--- src/rtl/uart8_rx_fifo_pkg.sv ---
// Shared constants for the 8-bit UART receive path.
// Holds the receiver state encodings and the data and error-counter widths.
package uart8_rx_fifo_pkg;

  localparam int UART_DATA_W = 8;
  localparam int ERR_COUNT_W = 8;

  localparam logic [ERR_COUNT_W-1:0] ERR_COUNT_MAX = '1;

  // Receiver state encodings, shared with the upstream bit-sampling FSM
  localparam logic [1:0] UART_ST_IDLE  = 2'd0;
  localparam logic [1:0] UART_ST_START = 2'd1;
  localparam logic [1:0] UART_ST_DATA  = 2'd2;
  localparam logic [1:0] UART_ST_STOP  = 2'd3;

endpackage

--- src/rtl/uart8_rx_fifo_edge_rise.sv ---
// Registered rising-edge detector.
// The pulse is combinational from the live input, so it is high in the first
// cycle the input is high, and stays high for exactly one cycle.
module uart_edge_rise
  import uart8_rx_fifo_pkg::*;
(
  input  logic clk,
  input  logic rst,
  input  logic sig_i,
  output logic pulse_o
);

  logic sig_q;

  // Remember the previous input level
  always_ff @(posedge clk or posedge rst) begin
    if (rst) sig_q <= 1'b0;
    else     sig_q <= sig_i;
  end

  assign pulse_o = sig_i & ~sig_q;

endmodule

--- src/rtl/uart8_rx_fifo.sv ---
// UART receive byte FIFO (first-word-fall-through) with overflow tracking.
// One byte is pushed per rising edge of rx_done; the host drains bytes over
// a valid/ready handshake.
// Optional feature: define UART_RX_ERR_COUNT_EN to build the saturating
// framing-error event counter on err_count (tied to zero otherwise).
module uart8_rx_fifo
  import uart8_rx_fifo_pkg::*;
#(
  parameter  int DEPTH = 16,
  localparam int PTR_W = $clog2(DEPTH)
) (
  input  logic                   clk,
  input  logic                   rst,
  input  logic                   rx_done,
  input  logic                   rx_err,
  input  logic [UART_DATA_W-1:0] rx_data,
  input  logic                   flush,
  input  logic                   rd_ready,
  output logic                   rd_valid,
  output logic [UART_DATA_W-1:0] rd_data,
  output logic [PTR_W:0]         count,
  output logic                   full,
  output logic                   overflow,
  output logic [ERR_COUNT_W-1:0] err_count
);

  logic [UART_DATA_W-1:0] mem_q [DEPTH];
  logic [PTR_W:0]         wr_ptr_q, wr_ptr_d;
  logic [PTR_W:0]         rd_ptr_q, rd_ptr_d;
  logic                   ovf_q, ovf_d;
  logic [UART_DATA_W-1:0] head_q, head_d;
  logic                   done_rise;
  logic                   empty, push, pop, accept;
  logic [PTR_W-1:0]       wr_idx, rd_idx_d;

  uart_edge_rise u_done_edge (
    .clk     (clk),
    .rst     (rst),
    .sig_i   (rx_done),
    .pulse_o (done_rise)
  );

  assign wr_idx   = wr_ptr_q[PTR_W-1:0];
  assign rd_idx_d = rd_ptr_d[PTR_W-1:0];
  assign empty    = (wr_ptr_q == rd_ptr_q);
  assign full     = (wr_ptr_q[PTR_W] != rd_ptr_q[PTR_W]) &&
                    (wr_ptr_q[PTR_W-1:0] == rd_ptr_q[PTR_W-1:0]);

  // A push edge coinciding with flush is discarded; a full FIFO only accepts
  // when a pop frees the head slot in the same cycle.
  assign push   = done_rise & ~flush;
  assign pop    = ~empty & rd_ready & ~flush;
  assign accept = push & (~full | pop);

  // Next pointers, sticky overflow and the registered fall-through head byte
  always_comb begin
    wr_ptr_d = wr_ptr_q + {{PTR_W{1'b0}}, accept};
    rd_ptr_d = rd_ptr_q + {{PTR_W{1'b0}}, pop};
    ovf_d    = ovf_q | (push & full & ~pop);
    head_d   = head_q;
    if (flush) begin
      wr_ptr_d = '0;
      rd_ptr_d = '0;
      ovf_d    = 1'b0;
    end
    // The head is refreshed whenever the FIFO will be non-empty; a byte being
    // written into the next head slot is forwarded straight from rx_data.
    if (wr_ptr_d != rd_ptr_d) begin
      if (accept && (wr_idx == rd_idx_d)) head_d = rx_data;
      else                                head_d = mem_q[rd_idx_d];
    end
  end

  // Control and head registers
  always_ff @(posedge clk or posedge rst) begin
    if (rst) begin
      wr_ptr_q <= '0;
      rd_ptr_q <= '0;
      ovf_q    <= 1'b0;
      head_q   <= '0;
    end else begin
      wr_ptr_q <= wr_ptr_d;
      rd_ptr_q <= rd_ptr_d;
      ovf_q    <= ovf_d;
      head_q   <= head_d;
    end
  end

  // Byte storage, written only on an accepted push
  always_ff @(posedge clk) begin
    if (accept) mem_q[wr_idx] <= rx_data;
  end

  assign rd_valid = ~empty;
  assign rd_data  = head_q;
  assign count    = wr_ptr_q - rd_ptr_q;
  assign overflow = ovf_q;

`ifdef UART_RX_ERR_COUNT_EN
  logic                   err_rise;
  logic [ERR_COUNT_W-1:0] err_cnt_q, err_cnt_d;

  uart_edge_rise u_err_edge (
    .clk     (clk),
    .rst     (rst),
    .sig_i   (rx_err),
    .pulse_o (err_rise)
  );

  // Saturating error-event count; flush leaves it alone
  always_comb begin
    err_cnt_d = err_cnt_q;
    if (err_rise && (err_cnt_q != ERR_COUNT_MAX)) err_cnt_d = err_cnt_q + 1'b1;
  end

  // Error counter register, cleared only by reset
  always_ff @(posedge clk or posedge rst) begin
    if (rst) err_cnt_q <= '0;
    else     err_cnt_q <= err_cnt_d;
  end

  assign err_count = err_cnt_q;
`else
  logic unused_rx_err;
  assign unused_rx_err = rx_err;
  assign err_count     = '0;
`endif

endmodule

--- config.mk ---
export PLATFORM = sky130hd
export DESIGN_NAME = uart8_rx_fifo
export DESIGN_NICKNAME = d
export VERILOG_FILES = /design/src/rtl/uart8_rx_fifo_pkg.sv /design/src/rtl/uart8_rx_fifo_edge_rise.sv /design/src/rtl/uart8_rx_fifo.sv
export SDC_FILE = /design/constraint.sdc
export NUM_CORES = 1
export LEC_CHECK = 0
export ABC_CLOCK_PERIOD_IN_PS = 2910
export CAP_MARGIN = 20
export CORE_AREA = 10 10 139 141
export DETAILED_ROUTE_END_ITERATION = 6
export DIE_AREA = 0 0 149 151
export SLEW_MARGIN = 40
export SYNTH_ARGS = -nofsm -noshare
export SYNTH_HDL_FRONTEND = slang
export SYNTH_HIERARCHICAL = 1
export SYNTH_SLANG_ARGS = --single-unit
--- constraint.sdc ---
create_clock -name clk -period 2.91 [get_ports clk]
set_input_delay 0.873 -clock clk [delete_from_list [all_inputs] [get_ports clk]]
set_output_delay 0.873 -clock clk [all_outputs]
set_load 0.02 [all_outputs]
==> metrics, run 1 <==
status=complete, but fails checks; failing checks=setup timing; overall power=approximately 5.1 mW; Final TNS setup=-41.9 ps; clk_skew=6.93 ps; top fanout value on the critical path=8; number of max-cap violations=0; Skew-Pair Late Insertion Delay=430 ps; hold_buf cts=0; RR Startpoint=wr_ptr_q[1]; number of global-route vias before repair=around 4200; # H-tree levels=4; Reg-to-Reg End=rd_data[1]; DRC viols=0; Setup CP Type=flop to flop; met3 wire len=1150 um; hold path startpoint=overflow; Die Wd=149 um; fin crit period=2930 ps; Worst Hold End=overflow; count of pins over their slew limit=0; fin util=53.1%; site row count=47; endpoint class of the critical path=flop; Tightest Pin Transition=814 ps; Core Area=0.0165 mm^2; Max-Slew Margin vs Limit=45.6%; slowest CP cell=or4b_4; layout cells sized above 1=33.0%; number of synthesized flops with an enable pin=128; Synth Cell Area=0.00652 mm^2; r2r worst-path depth=12; CTS tree=done; Sink Count=148; routed wire length=15500 um; DR WL/cell=18.7 um; IO Pins=38; GPL Wtd Cong=0.859; ANT cells=0; FMAX=between 0.3 and 0.4 GHz; Worst R2R Setup Slack=-20 ps; DR vias=4280; met1 WL=approximately 6500 um; fin crit share=101%; Peak VDD IR=a little over 400 uV; Synth Instances=about 500; worst stage delay on the critical path=roughly 590 ps; Main synth FF type=edfxtp_1; Bufs on Longest Clock Path=2; Post-DP Area=around 0.0076 mm^2; initial antenna violation count=0; Top delay family on crit path=simple AND/OR/NAND/NOR gates; CTS root buffer=clkbuf_16; WP data required=3220 ps; pwr dens=586 mW/mm^2; CTS buffer count=17; flops & latches, synth=148; crit-path cells=ha_4 -> and4_1 -> nand2_2 -> and3_4 -> ha_4 -> buf_4 -> nand3_4 -> mux2i_4 -> xnor2_4 -> or4b_4 -> nor2_2 -> a21oi_1; hpwl dp=10300 um; Finish-stage setup viols=4; Final Hold Fails=0; Worst-path clk slew=60 ps; Vias per Instance=5.14; Avg Inst Size Synth=around 13 um^2; WP buf/inv=1; top layer in use=met4; global route overflow=0; Critical Path Source Type=flop; drt pass-1 iters=5; IO buf count=28; final worst slack=-16.4 ps; post-synthesis async set-or-reset flop share=13.5%; Worst Path Arrival=~3200 ps; Warnings, synthesis=6; DP Worst Slack=-730 ps; Tightest Hold Check Type=flop to flop; DRT iter0 DRCs=295; Layout area overhead=34.1%; register area share after synthesis=66.7%; Routed Antenna Nets=0; largest net degree at the start of global routing=20; fin nets=623; post-synth cell types=50; CP dominant cell by count=ha_4; Final Cell Area=0.00874 mm^2; WHS=501 ps; Die ar.=roughly 0.022 mm^2; WL met2=7370 um; global-route wire length before repair=around 24000 um; LEAKAGE=3.17 nW; worst hold stages=2; gr usage total=between 10 and 15%; cell total after placement=793; RSZ-0062 raised after global routing=yes; fin cells=approximately 830; Die Ht=151 um; Starting Density=39.6%
worst max path at each step:
stage | startpoint | endpoint | slack, ps | cells after the start
after floorplan | wr_ptr_q[0] | rd_data[0] | -110 | 14
after global placement | flush | rd_data[7] | -690 | 14
after detailed placement | flush | rd_data[4] | -730 | 13
after CTS | wr_ptr_q[3] | rd_data[2] | -100 | 13
after global routing | rd_ptr_q[2] | rd_data[4] | -140 | 12
final | wr_ptr_q[1] | rd_data[1] | -20 | 12
Yosys cell counts (9+ instances only):
master	n	area (um^2)
mux2i_1	25	250
nor2_1	26	97.6
xnor2_1	10	87.6
a21oi_1	36	180
nand2_1	78	293
nand3_1	30	150
dfrtp_1	20	500
buf_4	10	75.1
edfxtp_1	128	3840
inv_1	12	45.0
buf_2	17	85.1
nor2b_1	10	62.6
clkbuf_1	9	33.8
sequential cells by signal, indices dropped and copies added (netlist names):
register and count:
wr_ptr_q 5, overflow 1, u_done_edge/sig_q 1, rd_data 8, rd_ptr_q 5, mem_q 128
power breakdown:
group,switching [mW],internal [mW],leakage [nW]
Sequential,0.0488,2.36,1.40
Combinational,0.300,0.254,1.48
Clock,0.937,1.22,0.291
Total,1.29,3.83,3.17
cells in the final DEF (no fill, tap or decap), drive strengths merged, types with 2 or more instances in the layout:
| cell | n |
|---|---|
| dlymetal6s2s | 2 |
| buf | 84 |
| edfxtp | 128 |
| clkinv | 5 |
| a21oi | 36 |
| xnor2 | 11 |
| xor2 | 4 |
| ha | 8 |
| nor2 | 27 |
| a32oi | 8 |
| nor2b | 12 |
| clkdlybuf4s50 | 19 |
| dfrtp | 20 |
| a21o | 2 |
| conb | 8 |
| nor3 | 7 |
| a221oi | 7 |
| nand2b | 2 |
| nand3 | 32 |
| nor3b | 3 |
| nand2 | 78 |
| a211oi | 7 |
| a211o | 7 |
| nand3b | 2 |
| inv | 24 |
| mux2i | 26 |
| dlygate4sd2 | 4 |
| a31oi | 8 |
| clkbuf | 19 |
worst register-to-register path, cell delays in order (launching register included):
cell and delay, ps:
dfrtp_1 420, ha_4 290, and4_1 200, nand2_2 60
and3_4 170, ha_4 160, buf_4 140, nand3_4 80
mux2i_4 380, xnor2_4 120, or4b_4 590, nor2_2 150
a21oi_1 50
logic make-up (layout without fill, tap and decap cells):
group	Yosys count	count (layout)	synth area share (%)
AND/OR/NAND/NOR	170	170	12.8
other	1	8	0.0575
adder cells (fa/ha/maj)	9	9	1.84
flip-flops	148	148	66.7
buffers and inverters	54	159	4.28
XOR/XNOR	15	15	2.13
multiplexers	27	27	4.36
AO/OA/AOI/OAI	77	77	7.83
final cells by class:
type / instances / area (um^2)
clock inverters: 15 / 159
fillers: 1372 / 7730
repair buffers: 112 / 1070
well taps: 220 / 275
multi-input cells: 306 / 2400
flip-flops and latches: 148 / 4350
inverters: 15 / 58.8
clock buffers: 17 / 425
repair_timing:
action | 4_1_cts | 5_1_grt
pin swaps | 6 | 18
buffers inserted | 2 | 4
setup endpoints to repair | 14 | 12
gates cloned | 0 | 2
resized for setup | 28 | 69
layer usage:
layer  GRT usage [%]  vias to the layer above
li1                -                     2010
met1            17.7                     2089
met2            21.1                      154
met3            4.21                       27
met4            6.28                        0
met5               0                        -
Note: power is estimated with default switching activity, not from simulation.
==> inputs of run 2 (changes only) <==
- CAP_MARGIN: 20 -> default
- CORE_AREA: 10 10 139 141 -> 2 2 131 133
- DIE_AREA: 0 0 149 151 -> 0 0 133 135
==> metrics, run 2 (synthesis gave the netlist of run 1 again) <==
status=complete, but fails checks; failing checks=setup timing; layout cells sized above 1=a little under a third; DRT iter0 DRCs=275; Crit. Startpoint=wr_ptr_q[3]; Bufs on Longest Clock Path=2; worst stage delay on the critical path=610 ps; DP Worst Slack=-758 ps; LEAKAGE=3.19 nW; Routed Antenna Nets=0; Final Hold Fails=0; M2 GR Usage=29.8%; routed wire length=15400 um; Setup CP Type=flop to flop; most frequent cells in the layout=edfxtp_1 (128), nand2_1 (77), buf_4 (74); WP data required=between 3000 and 4000 ps; Sink Count=148; slowest CP cell=or4b_4; most common cell after layout, fill and taps aside=edfxtp_1; Core Area=0.0164 mm^2; Skew-Pair Late Insertion Delay=430 ps; Finish-stage setup viols=8; RR Startpoint=wr_ptr_q[3]; fin crit period=roughly 3000 ps; overall power=roughly 5.5 mW; IO buf count=28; Die Wd=between 100 and 150 um; Reg-to-Reg End=rd_data[1]; hpwl dp=10500 um; hold path startpoint=overflow; final worst slack=-59.7 ps; r2r worst-path depth=11; Tightest Hold Check Type=flop to flop; pwr dens=626 mW/mm^2; CTS root buffer=clkbuf_16; drt pass-1 iters=4; Final TNS setup=-421 ps; GPL Wtd Cong=about 0.84; Die ar.=0.0180 mm^2; Tightest Pin Transition=approximately 770 ps; hold_buf cts=0; worst hold stages=2; largest net degree at the start of global routing=21; Critical Path Source Type=flop; global-route wire length before repair=24300 um; gr usage total=18.3%; met3 usage=5.11%; site row count=47; fin nets=625; endpoint class of the critical path=flop; Worst-path clk slew=70 ps; DR vias=between 4000 and 5000; count of pins over their slew limit=0; Worst Path Arrival=3280 ps; Worst Hold End=overflow; fin crit share=102%; Peak VDD IR=approximately 420 uV; CTS tree=done; Vias per Instance=5.12; initial antenna violation count=0; clk_skew=about 10 ps; number of global-route vias before repair=about 4400; CP dominant cell by count=ha_4; Worst R2R Setup Slack=-60 ps; FILL cells=around 1300; global route overflow=0; IO Pins=38; top fanout value on the critical path=8; RSZ-0062 raised after global routing=yes; Die Ht=roughly 140 um; Starting Density=around two fifths; Max-Slew Margin vs Limit=between 40% and 50%; crit-path cells=ha_4 -> nand4_1 -> o311a_4 -> ha_4 -> ha_4 -> xnor2_2 -> a21oi_2 -> nor3b_2 -> or4b_4 -> nor2_2 -> a21oi_1; DRC viols=0; FMAX=0.337 GHz; # H-tree levels=4; CTS buffer count=17; met1 Track Usage GR=between 20% and 30%; ANT cells=0; DR WL/cell=18.5 um; Layout area overhead=33.8%; GRT Max-Usage Layer=met2; number of max-cap violations=0; max reg flops=128; Largest Register=mem_q
run 2: cell count changes in the layout (fill, tap and decap cells not counted), sizes merged:
cell	delta
dlymetal6s2s	-1
clkinvlp	+2
dlygate4sd2	+2
inv	-7
clkdlybuf4s15	-1
bufinv	+5
clkbuf	-1
buf	+3
run 2: repair_timing:
item | CTS | global route
pin swaps | 11 | 13
cloned | 0 | 1
endpoints found under the setup margin | 14 | 12
setup buffers | 2 | 1
gates resized for setup | 42 | 38
run 2: metrics by stage:
stage | utilization (%) | instance area, um^2 | hold WS, ps | std cells
global route | 53.2 | 8720 | 553 | 835
CTS | 51.9 | 8520 | 501 | 833
floorplan | - | 6650 | 581 | 508
finish | 53.2 | 8720 | 500 | 835
detailed placement | 46.8 | 7670 | 483 | 799
global placement | 46.8 | 7670 | 483 | 799
run 2: worst max path at each step:
stage / cells past startpoint / to
floorplan: 14 / rd_data[0]
global placement: 12 / rd_data[0]
detailed placement: 12 / rd_data[2]
CTS: 8 / count[4]
global route: 11 / rd_data[6]
finish: 11 / rd_data[1]
run 2: final cells by class:
class	count	area, um^2	share of cell area, %
clock inverter	15	251	2.88
timing repair buffer	114	1060	12.2
tap	220	275	3.16
inverter	15	58.8	0.674
sequential	148	4350	49.8
clock buffer	17	425	4.88
multi-input combinational	306	2310	26.4
run 2: worst max-delay path, delay by kind of cell, from the launching register on:
kind	cells	cell delay [ps]
xor gates and xnor gates	1	110
AOI/OAI and AO/OA	3	490
adders and majority gates	3	740
DFF	1	420
and+or+nand+nor	4	1080
run 2: metal layers:
layer,up-vias,wire length (um)
li1,2018,-
met1,2109,6590
met2,120,7500
met3,25,865
met4,0,459
met5,-,0
run 2: where the power goes:
part / switching [mW] / total [mW] / internal (mW)
combinational: 0.298 / 0.555 / 0.257
sequential: 0.0564 / 2.42 / 2.36
clock: 0.872 / 2.49 / 1.62
total: 1.23 / 5.46 / 4.24
==> inputs of run 3 (changes only) <==
- CAP_MARGIN: default -> 20
==> results of run 3 <==
No change in the layout: final DEF, timing and power equal those of run 2.
